[config.mk]
export PLATFORM = sky130hd
export DESIGN_NAME = mul_div_unit
export DESIGN_NICKNAME = d
export VERILOG_FILES = /design/src/rtl/mul_div_unit.sv
export SDC_FILE = /design/constraint.sdc
export NUM_CORES = 1
export LEC_CHECK = 0
export ABC_CLOCK_PERIOD_IN_PS = 7600
export CELL_PAD_IN_SITES_DETAIL_PLACEMENT = 0
export CELL_PAD_IN_SITES_GLOBAL_PLACEMENT = 1
export CORE_MARGIN = 2
export CORE_UTILIZATION = 48
export CTS_CLUSTER_SIZE = 8
export DETAILED_ROUTE_END_ITERATION = 12
export GPL_TIMING_DRIVEN = 0
export HOLD_SLACK_MARGIN = 0.1
export PLACE_DENSITY = 0.89
export SETUP_SLACK_MARGIN = 0.2
export SLEW_MARGIN = 0
export SYNTH_ARGS = -nofsm -noshare
export SYNTH_HDL_FRONTEND = slang
export SYNTH_SLANG_ARGS = --single-unit
[constraint.sdc]
create_clock -name clk -period 7.6 [get_ports clk]
set_clock_uncertainty 0.1 [all_clocks]
set_input_delay 1.52 -clock clk [delete_from_list [all_inputs] [get_ports clk]]
set_output_delay 1.52 -clock clk [all_outputs]
set_load 0.05 [all_outputs]
[src/rtl/mul_div_unit.sv]
// mul_div_unit: iterative RV32M multiply/divide, one shift-add/sub step per cycle behind start/busy/done.
// Optional MDU_EARLY_OUT_EN: multiplies with a zero operand finish without iterating.
module mul_div_unit #(
  parameter int XLEN = 32
) (
  input  logic            clk,
  input  logic            rst,
  input  logic            start,
  input  logic [2:0]      func_3,
  input  logic [XLEN-1:0] operand_a,
  input  logic [XLEN-1:0] operand_b,
  output logic            busy,
  output logic            stall,
  output logic            done,
  output logic [XLEN-1:0] result
);
  localparam int CW = $clog2(XLEN);
  typedef enum logic [1:0] {IDLE, CALC, FINISH} state_t;
  state_t          state_q;
  logic [CW-1:0]   cnt_q;
  logic [2:0]      op_q;
  logic            neg_q, spec_q, done_q;
  logic [XLEN-1:0] m_q, hi_q, lo_q, hi_d, lo_d, result_q;
  logic            sa, sb, a_neg, b_neg, div_zero, ovf, zero_mul, special, ge;
  logic [XLEN-1:0] ma, mb, spec_res, quo, rem, fin;
  logic [XLEN:0]   sum, tr, diff;
  logic [2*XLEN-1:0] prod, prod_n;
  assign sa    = ~func_3[0] | (func_3 == 3'b001);
  assign sb    = func_3[2] ? ~func_3[0] : ~func_3[1];
  assign a_neg = sa & operand_a[XLEN-1];
  assign b_neg = sb & operand_b[XLEN-1];
  assign ma    = a_neg ? -operand_a : operand_a;
  assign mb    = b_neg ? -operand_b : operand_b;
  assign div_zero = func_3[2] & (operand_b == '0);
  assign ovf      = func_3[2] & ~func_3[0] & (operand_a == {1'b1, {(XLEN-1){1'b0}}}) & (&operand_b);
`ifdef MDU_EARLY_OUT_EN
  assign zero_mul = ~func_3[2] & ((operand_a == '0) | (operand_b == '0));
`else
  assign zero_mul = 1'b0;
`endif
  assign special  = div_zero | ovf | zero_mul;
  assign spec_res = div_zero ? (func_3[1] ? operand_a : '1) : ovf ? (func_3[1] ? '0 : operand_a) : '0;
  // Multiply: {hi,lo} shifts right with m added into hi; divide: dividend shifts out of lo into hi.
  assign sum  = {1'b0, hi_q} + (lo_q[0] ? {1'b0, m_q} : '0);
  assign tr   = {hi_q, lo_q[XLEN-1]};
  assign diff = tr - {1'b0, m_q};
  assign ge   = ~diff[XLEN];
  assign hi_d = op_q[2] ? (ge ? diff[XLEN-1:0] : tr[XLEN-1:0]) : sum[XLEN:1];
  assign lo_d = op_q[2] ? {lo_q[XLEN-2:0], ge} : {sum[0], lo_q[XLEN-1:1]};
  assign prod   = {hi_q, lo_q};
  assign prod_n = neg_q ? -prod : prod;
  assign quo    = neg_q ? -lo_q : lo_q;
  assign rem    = neg_q ? -hi_q : hi_q;
  assign fin    = spec_q ? lo_q : op_q[2] ? (op_q[1] ? rem : quo) :
                  (op_q[1:0] == 2'b00 ? prod_n[XLEN-1:0] : prod_n[2*XLEN-1:XLEN]);
  always_ff @(posedge clk) begin
    if (rst) begin
      state_q  <= IDLE;
      cnt_q    <= '0;
      op_q     <= '0;
      neg_q    <= 1'b0;
      spec_q   <= 1'b0;
      done_q   <= 1'b0;
      m_q      <= '0;
      hi_q     <= '0;
      lo_q     <= '0;
      result_q <= '0;
    end else begin
      done_q <= 1'b0;
      case (state_q)
        IDLE: if (start) begin
          op_q    <= func_3;
          neg_q   <= (func_3[2] & func_3[1]) ? a_neg : a_neg ^ b_neg;
          spec_q  <= special;
          cnt_q   <= CW'(XLEN-1);
          m_q     <= func_3[2] ? mb : ma;
          hi_q    <= '0;
          lo_q    <= special ? spec_res : func_3[2] ? ma : mb;
          state_q <= special ? FINISH : CALC;
        end
        CALC: begin
          hi_q  <= hi_d;
          lo_q  <= lo_d;
          cnt_q <= cnt_q - 1'b1;
          if (cnt_q == '0) state_q <= FINISH;
        end
        FINISH: begin
          result_q <= fin;
          done_q   <= 1'b1;
          state_q  <= IDLE;
        end
        default: state_q <= IDLE;
      endcase
    end
  end
  assign busy   = state_q != IDLE;
  assign stall  = busy & ~done_q;
  assign done   = done_q;
  assign result = result_q;
endmodule

==> run_results.csv, run 1 <==
group,metric,value,unit
status,status,"finished clean",
cells_and_area,mostFrequentLayoutCell,"nand2_1",
route,wl_met1,28.9,mm
synth,synth_edf_count,0,
floorplanning,coreArea,0.0313,mm2
power,power_density,174,mW/mm2
worst_setup_path,crit_path_end_kind,"flop",
worst_setup_path,worstPathMaxFanout,10,
grt,globalRoute.totalOverflow,0,
cells_and_area,layout.cells.non_filler,2720,
clock_tree,cts_max_level,4,
cells_and_area,layout_common_cells,"nand2_1 (240), nor2_1 (196), a21oi_1 (188), o21ai_0 (177), clkbuf_1 (145)",
sta,slew_violations,0,
synth,synth.area.top_cells,"dfxtp_1 (19%), a21oi_1 (6.2%), nand2_1 (5.9%), ha_1 (5.9%), o21ai_0 (5.8%)",
floorplanning,io_pins,105,
grt,grt_usage,42.6,%
worst_hold_path,hp-class,"reg2reg",
power,p_int,1.66,mW
placed_design,place_area,0.0167,mm2
clock_tree,postCtsSetupBuffers,0,
clock_tree,cts.repair.resized,0,
clock_tree,clockBufferDepth,2,
sta,min_period_over_period,67.2,%
synth,syn-cell-area,0.0152,mm2
clock_tree,clk_pin_slew_worst_paths,0.07,ns
power,p_seq_share,28.7,%
placed_design,pre_cts_slack,2.12,ns
sta,fmax,0.196,GHz
synth,synth_nets,2327,
run,max_cap_viol_count,0,
power,switching_share,45.0,%
cells_and_area,multi_input_area,0.0114,mm2
route,detail_route.iter0.violations,2825,
placed_design,port_buffers,102,
route,route.met3.wl,8.71,mm
sta,slew_headroom,25.6,%
worst_hold_path,min_from,"result[15]",
synth,synth_seq_cells,141,
route,vias,18500,
route,totalWireLength,72.1,mm
worst_setup_path,cp-start-kind,"primary input",
sta,hold_viol_final,0,
synth,ys.flop_type,"dfxtp_1",
route,route.met2.wl,30.7,mm
sta,fin_setup_tns,0,ns
grt,grt_pass1_wl,106,mm
sta,worstMarginPinSlew,1.12,ns
synth,synth_top_area_share,18.6,%
worst_setup_path,r2r_slack,2.56,ns
clock_tree,clock-sinks,141,
clock_tree,cts_tree,"done",
cells_and_area,drive_gt1_share,4.31,%
worst_hold_path,hold_path_end,"result[15]",
cells_and_area,synthToLayoutAreaGrowth,13.8,%
grt,grt_max_degree,17,
floorplanning,dieArea,0.0331,mm2
floorplanning,initial_utilization,48.5,%
synth,synthArstFlopShare,0,%
synth,postSynthCellCount,2184,
power,switching_power,1.35,mW
route,wire_per_inst,26.5,um
floorplanning,placementRows,65,
worst_setup_path,arrival,5.36,ns
synth,yosysWarnings,0,
route,route.detailed.drc,0,
clock_tree,hold_buffers,0,
power,power.total,3.01,mW
cells_and_area,fin_nets,2448,
route,avgViaCountPerCell,6.80,
route,top_layer_used,"met5",
worst_setup_path,r2r-start,"lo_q[31]",
worst_setup_path,r2r-end,"hi_q[16]",
synth,ys_types,83,
power,power.share.clock,28.5,%
power,ir_worst_vdd,0.185,mV
power,p_leak,6.55,nW
clock_tree,clkLatencyLatePin,0.48,ns
cells_and_area,fin_area,0.0173,mm2
synth,seq_area_frac_synth,18.6,%
cells_and_area,n_fill_cell,3161,
grt,grt_pass1_vias,17100,
clock_tree,root_buffer,"clkbuf_16",
synth,yosys.area.top_type,"dfxtp_1",
route,ant_nets,0,
floorplanning,die_height,182,um
route,first_pass_iters,9,
floorplanning,dieWidth,182,um
sta,rsz0062_at_grt,"false",
power,combPwrFrac,42.7,%
cells_and_area,n_antenna_cell,0,
synth,postSynthAreaPerCell,6.95,um2
sta,period_needed,5.11,ns
grt,antenna_found_initial,4,
worst_setup_path,r2r_cells,13,
placed_design,finalWeightedCongestion,1.12,
cells_and_area,seqCellArea,0.00282,mm2
placed_design,dp.cells,2688,
worst_hold_path,whs_path_depth,2,
sta,setup_viol,0,
placed_design,place_hpwl,57.1,mm
sta,setup_ws,2.49,ns
worst_setup_path,worstSetupPathType,"in2reg",
clock_tree,cts_made_buffers,17,
worst_setup_path,cp.required,7.85,ns
worst max-delay path, stage by stage:
cell and delay, ns:
clkdlybuf4s50_1 0.51, inv_1 0.12, ha_1 0.17, or3b_2 0.50
or4_4 0.43, buf_6 0.16, nor4_4 0.44, and4_1 0.25
buf_4 0.18, nor2_2 0.09, buf_6 0.17, a32oi_1 0.47
o21ai_1 0.13, a22o_1 0.22
how the worst max path moves through the flow:
stage / from / end / slack (ns)
after floorplan: operand_a[1] / lo_q[15] / 3.40
after global placement: operand_a[0] / lo_q[14] / 2.13
after detailed placement: operand_a[1] / lo_q[15] / 2.12
after CTS: operand_a[1] / lo_q[15] / 2.59
after global routing: operand_a[1] / lo_q[14] / 2.47
final: operand_a[1] / lo_q[14] / 2.49
synth_stat cells (18+ instances only):
master / number
xor2_1: 82
nand3_1: 51
nand2b_1: 23
a21o_1: 20
nor3_1: 71
a211oi_1: 38
o31ai_1: 39
clkbuf_1: 145
ha_1: 71
nand2_1: 240
xnor2_1: 98
a22oi_1: 21
a21oi_1: 188
nor2_1: 196
or3_1: 38
o21ai_0: 177
nand4_1: 20
dfxtp_1: 141
o41ai_1: 18
a31oi_1: 24
o211ai_1: 31
mux2i_1: 38
inv_1: 76
o22ai_1: 20
stage by stage:
stage,util [%],hold WS [ns]
after floorplan,-,0.332
after global routing,55.2,0.368
after detailed placement,53.4,0.332
after global placement,53.4,0.328
after CTS,55.2,0.344
final,55.2,0.339
power groups by stage:
stage / Sequential (mW) / Clock, mW / Combinational [mW]
after floorplan: 0.874 / 0 / 0.777
after global placement: 0.873 / 0 / 1.22
after detailed placement: 0.875 / 0 / 1.22
after CTS: 0.858 / 0.852 / 1.23
after global routing: 0.866 / 0.885 / 1.35
final: 0.864 / 0.858 / 1.29
metal layers:
metal	up-vias	GRT usage (%)
met2	1247	65.3
met5	-	0
met1	8767	56.6
met3	254	9.71
met4	4	20.7
li1	8230	-
logic make-up after synthesis:
kind of cell / after synthesis / synth area share [%]
compound gates: 726 / 30.6
xor+xnor: 180 / 10.4
fa+ha+maj: 73 / 6.11
buf+inv: 250 / 6.43
flops: 141 / 18.6
mux: 57 / 4.06
simple gates: 757 / 23.8
cell type report:
class | instances | share of cell area [%]
clock buffer | 17 | 2.46
clock inverter | 15 | 0.840
sequential | 141 | 16.3
buffer | 171 | 3.93
inverter | 79 | 1.72
timing repair buffer | 102 | 5.91
multi-input combinational | 1793 | 65.9
tap | 402 | 2.91
registers in the layout, indices dropped and copies added (netlist names):
| signal | flops |
|---|---|
| result | 32 |
| hi_q | 32 |
| cnt_q | 5 |
| neg_q | 1 |
| op_q | 3 |
| spec_q | 1 |
| lo_q | 32 |
| done | 1 |
| m_q | 32 |
| state_q | 2 |
(Power assumes the default switching activity.)
==> run 2: changes to the inputs <==
- ABC_CLOCK_PERIOD_IN_PS: 7600 -> 5200
- CORE_UTILIZATION: 48 -> 45
- PLACE_DENSITY: 0.89 -> 0.84
- clock period: 7.6 -> 5.2 ns (I/O delays scaled with it)
==> run 2 against run 1 <==
Net effect:
- cell count grew 1.7%
- sequential share of layout area shrank 0.080 points
- worst setup slack worse by 2.2 ns
- core utilization decreased by 3.1 points
- combinational power rose by 46%
- global-route usage down 1.3 points
- critical endpoint is now hi_q[16]
- largest cell class unchanged
==> run_results.csv, run 2 (synthesis results as in run 1) <==
group,metric,value,unit
sta,min_period_over_period,93.7,%
worst_setup_path,worstSetupPathType,"reg2reg",
worst_setup_path,crit_path_end_kind,"flop",
sta,slew_violations,0,
cells_and_area,utilization,52.1,%
grt,grt_pass1_vias,17400,
floorplanning,placementRows,67,
worst_setup_path,r2r-start,"lo_q[31]",
route,route.detailed.drc,0,
cells_and_area,n_fill_cell,3491,
floorplanning,dieWidth,188,um
clock_tree,postCtsSetupBuffers,0,
grt,grt_usage,41.3,%
route,ant_nets,0,
worst_setup_path,worstPathMaxFanout,10,
grt,globalRoute.totalOverflow,0,
clock_tree,cts_made_buffers,17,
sta,fmax,0.205,GHz
placed_design,finalWeightedCongestion,1.08,
clock_tree,clk_pin_slew_worst_paths,0.08,ns
cells_and_area,drive_gt1_share,4.31,%
grt,antenna_found_initial,2,
clock_tree,cts.repair.resized,0,
floorplanning,coreArea,0.0334,mm2
route,vias,18600,
placed_design,pre_cts_slack,0.103,ns
cells_and_area,layout_common_cells,"nand2_1 (240), nor2_1 (196), a21oi_1 (188), o21ai_0 (177), clkbuf_1 (145)",
worst_setup_path,r2r_slack,0.33,ns
sta,setup_ws,0.326,ns
worst_setup_path,cp.required,5.43,ns
worst_setup_path,critPathMostFrequentCell,"buf_2",
placed_design,port_buffers,102,
worst_setup_path,crit_chain,"inv_1 > ha_1 > fa_1 > nor2b_1 > o2111ai_1 > a31oi_1 > o21ai_1 > a2111o_1 > a21o_1 > buf_2 > nand2_1 > buf_2 > o211ai_1 > a211oi_1",
worst_setup_path,cp_num_cells,14,
sta,worstMarginPinSlew,1.16,ns
clock_tree,cts_max_level,4,
floorplanning,dieArea,0.0352,mm2
clock_tree,clockBufferDepth,2,
cells_and_area,mostFrequentLayoutCell,"nand2_1",
placed_design,place_hpwl,58.8,mm
grt,grt_pass1_wl,111,mm
route,totalWireLength,74.4,mm
floorplanning,initial_utilization,45.5,%
route,wire_per_inst,26.9,um
worst_setup_path,cp_top_family,"compound AO/OA/AOI/OAI gates",
clock_tree,root_buffer,"clkbuf_16",
worst_setup_path,cp-startpoint,"lo_q[31]",
clock_tree,hold_buffers,0,
worst_setup_path,r2r_cells,14,
sta,hold_viol_final,0,
power,power_density,256,mW/mm2
cells_and_area,n_antenna_cell,0,
clock_tree,clock-sinks,141,
status,status,"finished clean",
sta,setup_viol,0,
sta,period_needed,4.87,ns
worst_setup_path,cp-start-kind,"flop",
worst_setup_path,cpPeakStageDelay,0.51,ns
clock_tree,cts_tree,"done",
floorplanning,die_height,188,um
run,max_cap_viol_count,0,
worst_setup_path,worst-path-buf-inv,3,
clock_tree,clkLatencyLatePin,0.45,ns
worst_setup_path,arrival,5.10,ns
floorplanning,io_pins,105,
cells_and_area,synthToLayoutAreaGrowth,14.4,%
route,avgViaCountPerCell,6.72,
sta,fin_setup_tns,0,ns
cells_and_area,fin_nets,2448,
sta,slew_headroom,22.5,%
power,ir_worst_vdd,0.233,mV
route,first_pass_iters,6,
sta,rsz0062_at_grt,"false",
worst_setup_path,cp-endpoint,"hi_q[16]",
power,p_leak,6.56,nW
grt,grt_max_degree,17,
worst_setup_path,critPathSlowestCell,"a31oi_1",
worst_setup_path,r2r-end,"hi_q[16]",
worst_hold_path,hp-class,"reg2reg",
route,detail_route.iter0.violations,2413,
[run 2: worst register-to-register path, delay by kind of cell (launching register included)]
family	cells	cell delay (ns)
buf+inv	3	0.90
simple gates	2	0.49
fa+ha+maj	2	0.69
flops	1	0.49
compound gates	7	2.09
[run 2: per-stage QoR]
| step | cell area (um2) | hold slack, ns | cells | power [mW] |
|---|---|---|---|---|
| floorplan | 15200 | 0.332 | 2184 | 2.41 |
| global placement | 16800 | 0.327 | 2734 | 3.07 |
| detailed placement | 16800 | 0.340 | 2734 | 3.08 |
| CTS | 17400 | 0.350 | 2766 | 4.35 |
| global route | 17400 | 0.368 | 2766 | 4.60 |
| finish | 17400 | 0.349 | 2766 | 4.45 |
[run 2: worst min-delay path by stage]
stage               cells after the start       start          to  slack, ns
global placement                        2  result[15]  result[15]       0.33
floorplan                               2     m_q[29]     m_q[29]       0.33
CTS                                     2  result[15]  result[15]       0.35
finish                                  2  result[15]  result[15]       0.35
detailed placement                      2  result[15]  result[15]       0.34
global route                            2  result[15]  result[15]       0.37
[run 2: cell type report]
cell class              instances  area [um2]  area share [%]
well taps                     448         561            3.23
clock inverters                15         173           0.994
plain buffers                 171         679            3.91
flip-flops and latches        141        2820            16.3
inverters                      79         297            1.71
repair buffers                102        1020            5.88
multi-input cells            1793       11400            65.6
clock buffers                  17         425            2.45
[run 2: where the power goes]
group	switching (mW)	internal [mW]	total, mW
clock network	0.617	0.687	1.30
registers	0.101	1.16	1.26
logic	1.26	0.619	1.88
total	1.98	2.47	4.45
[run 2: layer usage]
metal | up-vias | GRT usage, % | wire length [um]
met1 | 8876 | 55.1 | 30400
met4 | 2 | 20.5 | 4050
met2 | 1254 | 63.6 | 32100
met5 | - | 0 | 12
met3 | 228 | 8.05 | 7880
li1 | 8235 | - | -
